<file path="src/rtl/fifo_umbral.sv">
// fifo_umbral: synchronous FIFO with programmable almost-full / almost-empty
// thresholds (umbrales) and a sticky overflow/underflow error flag.
// Ports:
//   clk, reset                      clock, async active-high reset
//   push, data_in                   write request and data
//   pop, data_out, valid_out        read request, registered read data, read strobe
//   umbral_load, umbral_alto/bajo   threshold load strobe and values (clamped to DEPTH)
//   count                           occupancy 0..DEPTH
//   fifo_empty, fifo_full           occupancy flags
//   almost_full, almost_empty       threshold flags
//   fifo_error                      sticky overflow/underflow flag
module fifo_umbral #(
  parameter int unsigned DATA_W = 6,
  parameter int unsigned ADDR_W = 3
) (
  input  logic              clk,
  input  logic              reset,
  input  logic              push,
  input  logic [DATA_W-1:0] data_in,
  input  logic              pop,
  output logic [DATA_W-1:0] data_out,
  output logic              valid_out,
  input  logic              umbral_load,
  input  logic [ADDR_W:0]   umbral_alto,
  input  logic [ADDR_W:0]   umbral_bajo,
  output logic [ADDR_W:0]   count,
  output logic              fifo_empty,
  output logic              fifo_full,
  output logic              almost_full,
  output logic              almost_empty,
  output logic              fifo_error
);

  localparam int unsigned DEPTH = 1 << ADDR_W;
  localparam int unsigned CW    = ADDR_W + 1;

  logic [DATA_W-1:0] r_mem [DEPTH];
  logic [ADDR_W-1:0] r_wr_ptr;
  logic [ADDR_W-1:0] r_rd_ptr;
  logic [CW-1:0]     r_count;
  logic [DATA_W-1:0] r_data_out;
  logic              r_valid;
  logic              r_error;
  logic [CW-1:0]     r_alto;
  logic [CW-1:0]     r_bajo;

  logic              w_empty;
  logic              w_full;
  logic              w_pop_ok;
  logic              w_push_ok;
  logic [CW-1:0]     w_alto_clamped;
  logic [CW-1:0]     w_bajo_clamped;

  assign w_empty   = (r_count == '0);
  assign w_full    = (r_count == CW'(DEPTH));
  assign w_pop_ok  = pop & ~w_empty;
  // A full FIFO still accepts a push when a pop frees a slot on the same edge.
  assign w_push_ok = push & (~w_full | w_pop_ok);

  // Thresholds above DEPTH would make almost_full unreachable; clamp them.
  assign w_alto_clamped = (umbral_alto > CW'(DEPTH)) ? CW'(DEPTH) : umbral_alto;
  assign w_bajo_clamped = (umbral_bajo > CW'(DEPTH)) ? CW'(DEPTH) : umbral_bajo;

  // Storage array, intentionally not reset.
  always_ff @(posedge clk) begin
    if (w_push_ok) begin
      r_mem[r_wr_ptr] <= data_in;
    end
  end

  // Pointers, occupancy, read data, error and thresholds.
  always_ff @(posedge clk or posedge reset) begin
    if (reset) begin
      r_wr_ptr   <= '0;
      r_rd_ptr   <= '0;
      r_count    <= '0;
      r_data_out <= '0;
      r_valid    <= 1'b0;
      r_error    <= 1'b0;
      r_alto     <= CW'(DEPTH - 1);
      r_bajo     <= CW'(1);
    end else begin
      if (w_push_ok) begin
        r_wr_ptr <= r_wr_ptr + ADDR_W'(1);
      end
      if (w_pop_ok) begin
        r_data_out <= r_mem[r_rd_ptr];
        r_rd_ptr   <= r_rd_ptr + ADDR_W'(1);
      end
      r_valid <= w_pop_ok;
      case ({w_push_ok, w_pop_ok})
        2'b10:   r_count <= r_count + CW'(1);
        2'b01:   r_count <= r_count - CW'(1);
        default: r_count <= r_count;
      endcase
      if ((push & ~w_push_ok) | (pop & ~w_pop_ok)) begin
        r_error <= 1'b1;
      end
      if (umbral_load) begin
        r_alto <= w_alto_clamped;
        r_bajo <= w_bajo_clamped;
      end
    end
  end

  assign data_out     = r_data_out;
  assign valid_out    = r_valid;
  assign count        = r_count;
  assign fifo_empty   = w_empty;
  assign fifo_full    = w_full;
  assign almost_full  = (r_count >= r_alto);
  assign almost_empty = (r_count <= r_bajo);
  assign fifo_error   = r_error;

endmodule

</file>
<file path="config.mk">
export PLATFORM = sky130hd
export DESIGN_NAME = fifo_umbral
export DESIGN_NICKNAME = d
export VERILOG_FILES = /design/src/rtl/fifo_umbral.sv
export SDC_FILE = /design/constraint.sdc
export NUM_CORES = 1
export LEC_CHECK = 0
export ABC_AREA = 1
export BUFFER_PORTS_ARGS = -buffer_cell sky130_fd_sc_hd__buf_2
export CAP_MARGIN = 30
export CORE_MARGIN = 4
export CORE_UTILIZATION = 50
export CTS_CLUSTER_DIAMETER = 150
export DETAILED_ROUTE_END_ITERATION = 10
export GPL_TIMING_DRIVEN = 0
export HOLD_SLACK_MARGIN = 0.08
export PLACE_DENSITY = 0.7
export SYNTH_ARGS = -nofsm -noshare
export SYNTH_HDL_FRONTEND = slang
export SYNTH_SLANG_ARGS = --single-unit
</file>
<file path="constraint.sdc">
create_clock -name clk -period 3.9 [get_ports clk]
set_input_delay 0.78 -clock clk [delete_from_list [all_inputs] [get_ports clk]]
set_output_delay 0.78 -clock clk [all_outputs]
set_load 0.01 [all_outputs]
</file>
==> reports/metrics.csv, run 1 <==
metric,value,unit
syn-cell-area,0.00327,mm²
num_io_pins,35,
drc,0,
chipWidth,88.9,µm
clkPwrFrac,24.4,%
grt_antenna_before_repair,0,
dieArea,0.00791,mm²
power_density,712,mW/mm²
final_layout_size_suffix_gt1_share,22.9,%
syn_nets,320,
slowest_stage,dfstp_2,
ys_ff_latch,74,
cts_tree,built,
cp_top_family,flip-flops,
grt_first_pass_wirelength,10.4,mm
grt.overflow.total,0,
routed_wirelength,6.38,mm
cap_violations,0,
rsz0062_at_grt,no,
power_frac_seq,40.9,%
grt_usage,18.2,%
final_cell_mix,"edfxtp_1, nor2_1, buf_2",
cts_setup_buffers,0,
gp_congestion,0.774,
portBuffers,34,
cts_buffer_depth,2,
cts_sinks,74,
area_delta_synth_final,16.0,%
clk_pin_slew_worst_paths,0.08,ns
maxSlewHeadroom,36.8,%
cts_resized,0,
grt_max_degree,17,
num_rows,29,
core_area,0.00635,mm²
power_switching,992,µW
htree_levels,3,
path_cells,inv_1 -> ha_1 -> inv_1 -> nor2_1 -> o211ai_1 -> nand3_1 -> buf_2,
worstMarginPinSlew,0.946,ns
drtIter0Drc,155,
vias,2218,
status,completed,
avgSynthCellArea,11.4,µm²
synth_top_cell_by_area,edfxtp_1,
crit_top_cell,inv_1,
cp_num_buf_inv,3,
max_clock_freq,411,MHz
ys_top_cells_by_area,"edfxtp_1, dfrtp_1, nor2_1, ha_1, o21ai_0",
ys_types,30,
grt_pass1_vias,2111,
cts_made_buffers,9,
setup_violations,0,
synthCells,288,
finalPower,2710,µW
setup_tns,0,ns
nNetsFinal,367,
insertion_delay,0.35,ns
crit_fanout,2,
yosysSeqAreaShare,64.0,%
synth_warnings,0,
leakagePower,0.00160,µW
wl_per_cell,15.3,µm
power_switching_share,36.6,%
ir_drop,454,µV
max_stage_delay,0.52,ns
cts_hold_buf,0,
finalCriticalPeriod,2.43,ns
hold_viol,0,
finalCritPeriodShare,62.4,%
vias_per_cell,5.32,
n_antenna_cell,0,
final_common_cell,edfxtp_1,
crit_type,flip-flop to output port,
combinationalPowerShare,34.7,%
die_height,88.9,µm
initial_core_util,51.6,%
p_int,1720,µW
endpoint_kind,output port,
cp.arrival,1.65,ns
first_pass_iters,4,
clock_skew,0.0120,ns
place_hpwl,4.56,mm
ant_nets,0,
synth_top_area_share,44.0,%
required,3.12,ns
worst_setup_path_start_kind,flip-flop,
maxSlewViolCount,0,
min_path_type,input port to async pin,
cts-root-buf,clkbuf_8,
==> flip-flops by register name (all words and copies together), names as in the netlist <==
name,flops
r_mem,48
data_out,6
count,4
r_alto,4
r_bajo,4
r_rd_ptr,3
r_wr_ptr,3
fifo_error,1
valid_out,1
==> cell usage after synthesis <==
master,count
inv_1,23
nand2_4,4
xor2_1,4
nand3_4,1
nor2_1,46
ha_1,12
o211ai_1,13
a22o_1,2
buf_2,6
xnor2_1,1
edfxtp_1,48
nand3_1,14
nand2_2,3
dfrtp_1,22
nand2_1,31
o221ai_1,1
nor3b_1,3
nor3_2,1
buf_6,1
inv_2,3
nand4_1,1
nor2_2,1
a21oi_1,8
clkbuf_2,1
dfstp_2,4
fa_1,1
o21ai_0,28
nand3b_1,1
o21ai_1,3
buf_4,1
==> power by group through the flow <==
stage	sequential [µW]	clock, µW	combinational (µW)
6_report	1110	660	940
5_1_grt	1130	704	1070
4_1_cts	1110	673	950
3_5_place_dp	1120	0	941
3_3_place_gp	1120	0	916
2_1_floorplan	1130	0	630
==> metal layers <==
| layer | up-vias | GRT usage (%) | wire, µm |
|---|---|---|---|
| met5 | - | 0 | 0 |
| met4 | 0 | 8.38 | 121 |
| met3 | 8 | 3.87 | 235 |
| met2 | 44 | 30.9 | 3230 |
| met1 | 1070 | 22.3 | 2800 |
| li1 | 1096 | - | - |
==> cells by family (layout without fill, tap and decap cells) <==
family	Yosys count	after routing	synth area share (%)
simple gates	106	106	15.1
flops	74	74	64.0
compound gates	55	55	9.74
buf+inv	35	87	4.62
fa+ha+maj	13	13	5.20
xor+xnor	5	5	1.34
==> per-stage QoR <==
step           hold WS [ns]  worst slack (ns)  utilization [%]  cell area (µm²)  cells
2_1_floorplan         0.463              1.92                -             3270    288
3_3_place_gp          0.458              1.62             55.8             3540    399
3_5_place_dp          0.460              1.55             56.2             3570    400
4_1_cts               0.436              1.45             59.8             3790    416
5_1_grt               0.481              1.32             59.8             3800    417
6_report              0.442              1.47             59.8             3800    417
==> layout make-up <==
cell class / instances / area (µm²)
Clock inverter: 7 / 103
Multi-Input combinational cell: 179 / 1030
Sequential cell: 74 / 2100
Fill cell: 534 / 2550
Buffer: 9 / 53.8
Tap cell: 77 / 96.3
Inverter: 26 / 97.6
Timing Repair Buffer: 36 / 203
Clock buffer: 9 / 124
==> final timing paths <==
| kind | start | end | slack (ns) | cells after the start |
|---|---|---|---|---|
| max | r_alto[1] | almost_full | 1.47 | 7 |
| min | reset | r_rd_ptr[2] | 0.44 | 2 |
| max reg2reg | count[1] | r_mem[3][0] | 1.76 | 6 |
| min reg2reg | data_out[3] | data_out[3] | 0.48 | 2 |
| max in group asynchronous | reset | r_bajo[0] | 2.92 | 3 |
| min in group clk | data_out[3] | data_out[3] | 0.48 | 2 |
No activity file was read; power rests on OpenSTA's default activity.
==> run 2, diff against run 1 <==
- PLACE_DENSITY: 0.7 -> 0.72
- clock period: 3.9 -> 2.03 ns (I/O delays scaled with it)
==> reports/metrics.csv, run 2 (synthesis gave the netlist of run 1 again) <==
metric,value,unit
status,completed,
vias,2308,
final_common_cell,edfxtp_1,
place_hpwl,4.77,mm
slowest_stage,dfstp_2,
cap_violations,0,
maxSlewViolCount,0,
num_io_pins,35,
initial_core_util,51.6,%
rsz0062_at_grt,yes,
p_int,3480,µW
required,1.62,ns
dieArea,0.00791,mm²
stdcell_area,0.00399,mm²
min_path_type,input port to flip-flop,
cts-root-buf,clkbuf_8,
grt_antenna_before_repair,0,
power_switching,2060,µW
timing.rr.start,count[1],
finalPower,5530,µW
endpoint_kind,output port,
nNetsFinal,377,
max_clock_freq,494,MHz
worst_setup_path_start_kind,flip-flop,
grt_first_pass_wirelength,11.0,mm
finalCritPeriodShare,99.7,%
cts_made_buffers,9,
leakagePower,0.00165,µW
top_register,r_mem,
wl_per_cell,16.5,µm
cts_tree,built,
cts_buffer_depth,2,
cp_top_family,flip-flops,
ir_drop,924,µV
routed_wirelength,7.06,mm
worstHoldStart,umbral_load,
ant_nets,0,
worst_slack,0.00582,ns
first_pass_iters,4,
worstMarginPinSlew,0.651,ns
num_rows,29,
place_area,0.00355,mm²
n_antenna_cell,0,
vias_per_cell,5.41,
portBuffers,34,
cp_num_buf_inv,3,
cts_sinks,74,
num-fill-cells,504,
crit_fanout,2,
power_frac_seq,39.3,%
grt_usage,19.3,%
path_cells,inv_2 -> ha_4 -> inv_2 -> nor2_1 -> o211ai_1 -> nand3_1 -> buf_2,
crit_type,flip-flop to output port,
clkPwrFrac,22.8,%
maxSlewHeadroom,56.4,%
die_height,88.9,µm
gp_congestion,0.846,
clock_skew,0.00531,ns
power_density,1390,mW/mm²
grt_pass1_vias,2221,
combinationalPowerShare,37.9,%
finalCriticalPeriod,2.02,ns
cp-startpoint,r_alto[1],
largest_reg_flops,48,
place_ws,-0.164,ns
setup_violations,0,
grt_max_degree,27,
drtIter0Drc,124,
setup_tns,0,ns
power_switching_share,37.2,%
area_delta_synth_final,21.7,%
grt.overflow.total,0,
clk_pin_slew_worst_paths,0.07,ns
insertion_delay,0.35,ns
crit_top_cell,inv_2,
final_cell_mix,"edfxtp_1, nor2_1, buf_2",
max_stage_delay,0.53,ns
final_layout_size_suffix_gt1_share,30.6,%
cp.arrival,1.62,ns
chipWidth,88.9,µm
core_area,0.00635,mm²
hold_viol,0,
htree_levels,3,
drc,0,
-- run 2: power groups by stage --
stage	sequential [µW]	combinational, µW	clock (µW)
2_1_floorplan	2160	1210	0
3_3_place_gp	2160	1750	0
3_5_place_dp	2170	1820	0
4_1_cts	2180	1960	1290
5_1_grt	2210	2350	1350
6_report	2170	2100	1260
-- run 2: layer usage --
| metal | vias to the layer above | track usage, % | share of wire, % |
|---|---|---|---|
| met2 | 70 | 32.7 | 52 |
| li1 | 1117 | - | - |
| met4 | 0 | 6.59 | 0.86 |
| met3 | 8 | 4.88 | 5.6 |
| met1 | 1113 | 24.0 | 42 |
| met5 | - | 0 | 0 |
-- run 2: final timing paths --
check | to | slack, ns | depth (start not counted)
setup / recovery | almost_full | 0.006 | 7
hold / removal | r_alto[2] | 0.26 | 2
setup reg to reg | r_mem[6][4] | 0.02 | 6
hold reg to reg | data_out[0] | 0.48 | 2
max in group asynchronous | r_alto[0] | 1.12 | 4
min in group asynchronous | count[3] | 0.47 | 3
-- run 2: final cells by class --
cell class,instances,area (µm²),share of cell area (%)
flip-flops and latches,74,2100,52.7
repair buffers,46,278,6.97
clock inverters,7,101,2.54
well taps,77,96.3,2.42
clock buffers,9,124,3.11
inverters,26,100,2.51
multi-input cells,179,1130,28.4
plain buffers,9,53.8,1.35
-- run 2: repair_timing --
| action | in CTS | in global routing |
|---|---|---|
| hold endpoints to repair | 0 | 1 |
| buffers inserted | 5 | 3 |
| pin swaps | 2 | 9 |
| endpoints found under the setup margin | 24 | 30 |
| hold buffers | 0 | 1 |
| gates resized for setup | 17 | 9 |
| gates cloned | 0 | 0 |
-- run 2: metrics by stage --
stage | hold slack [ns] | utilization (%) | cells
after CTS | 0.260 | 61.1 | 422
after global placement | 0.456 | 55.8 | 399
after floorplan | 0.443 | - | 288
after global routing | 0.262 | 62.8 | 427
after detailed placement | 0.462 | 55.9 | 401
final | 0.263 | 62.8 | 427
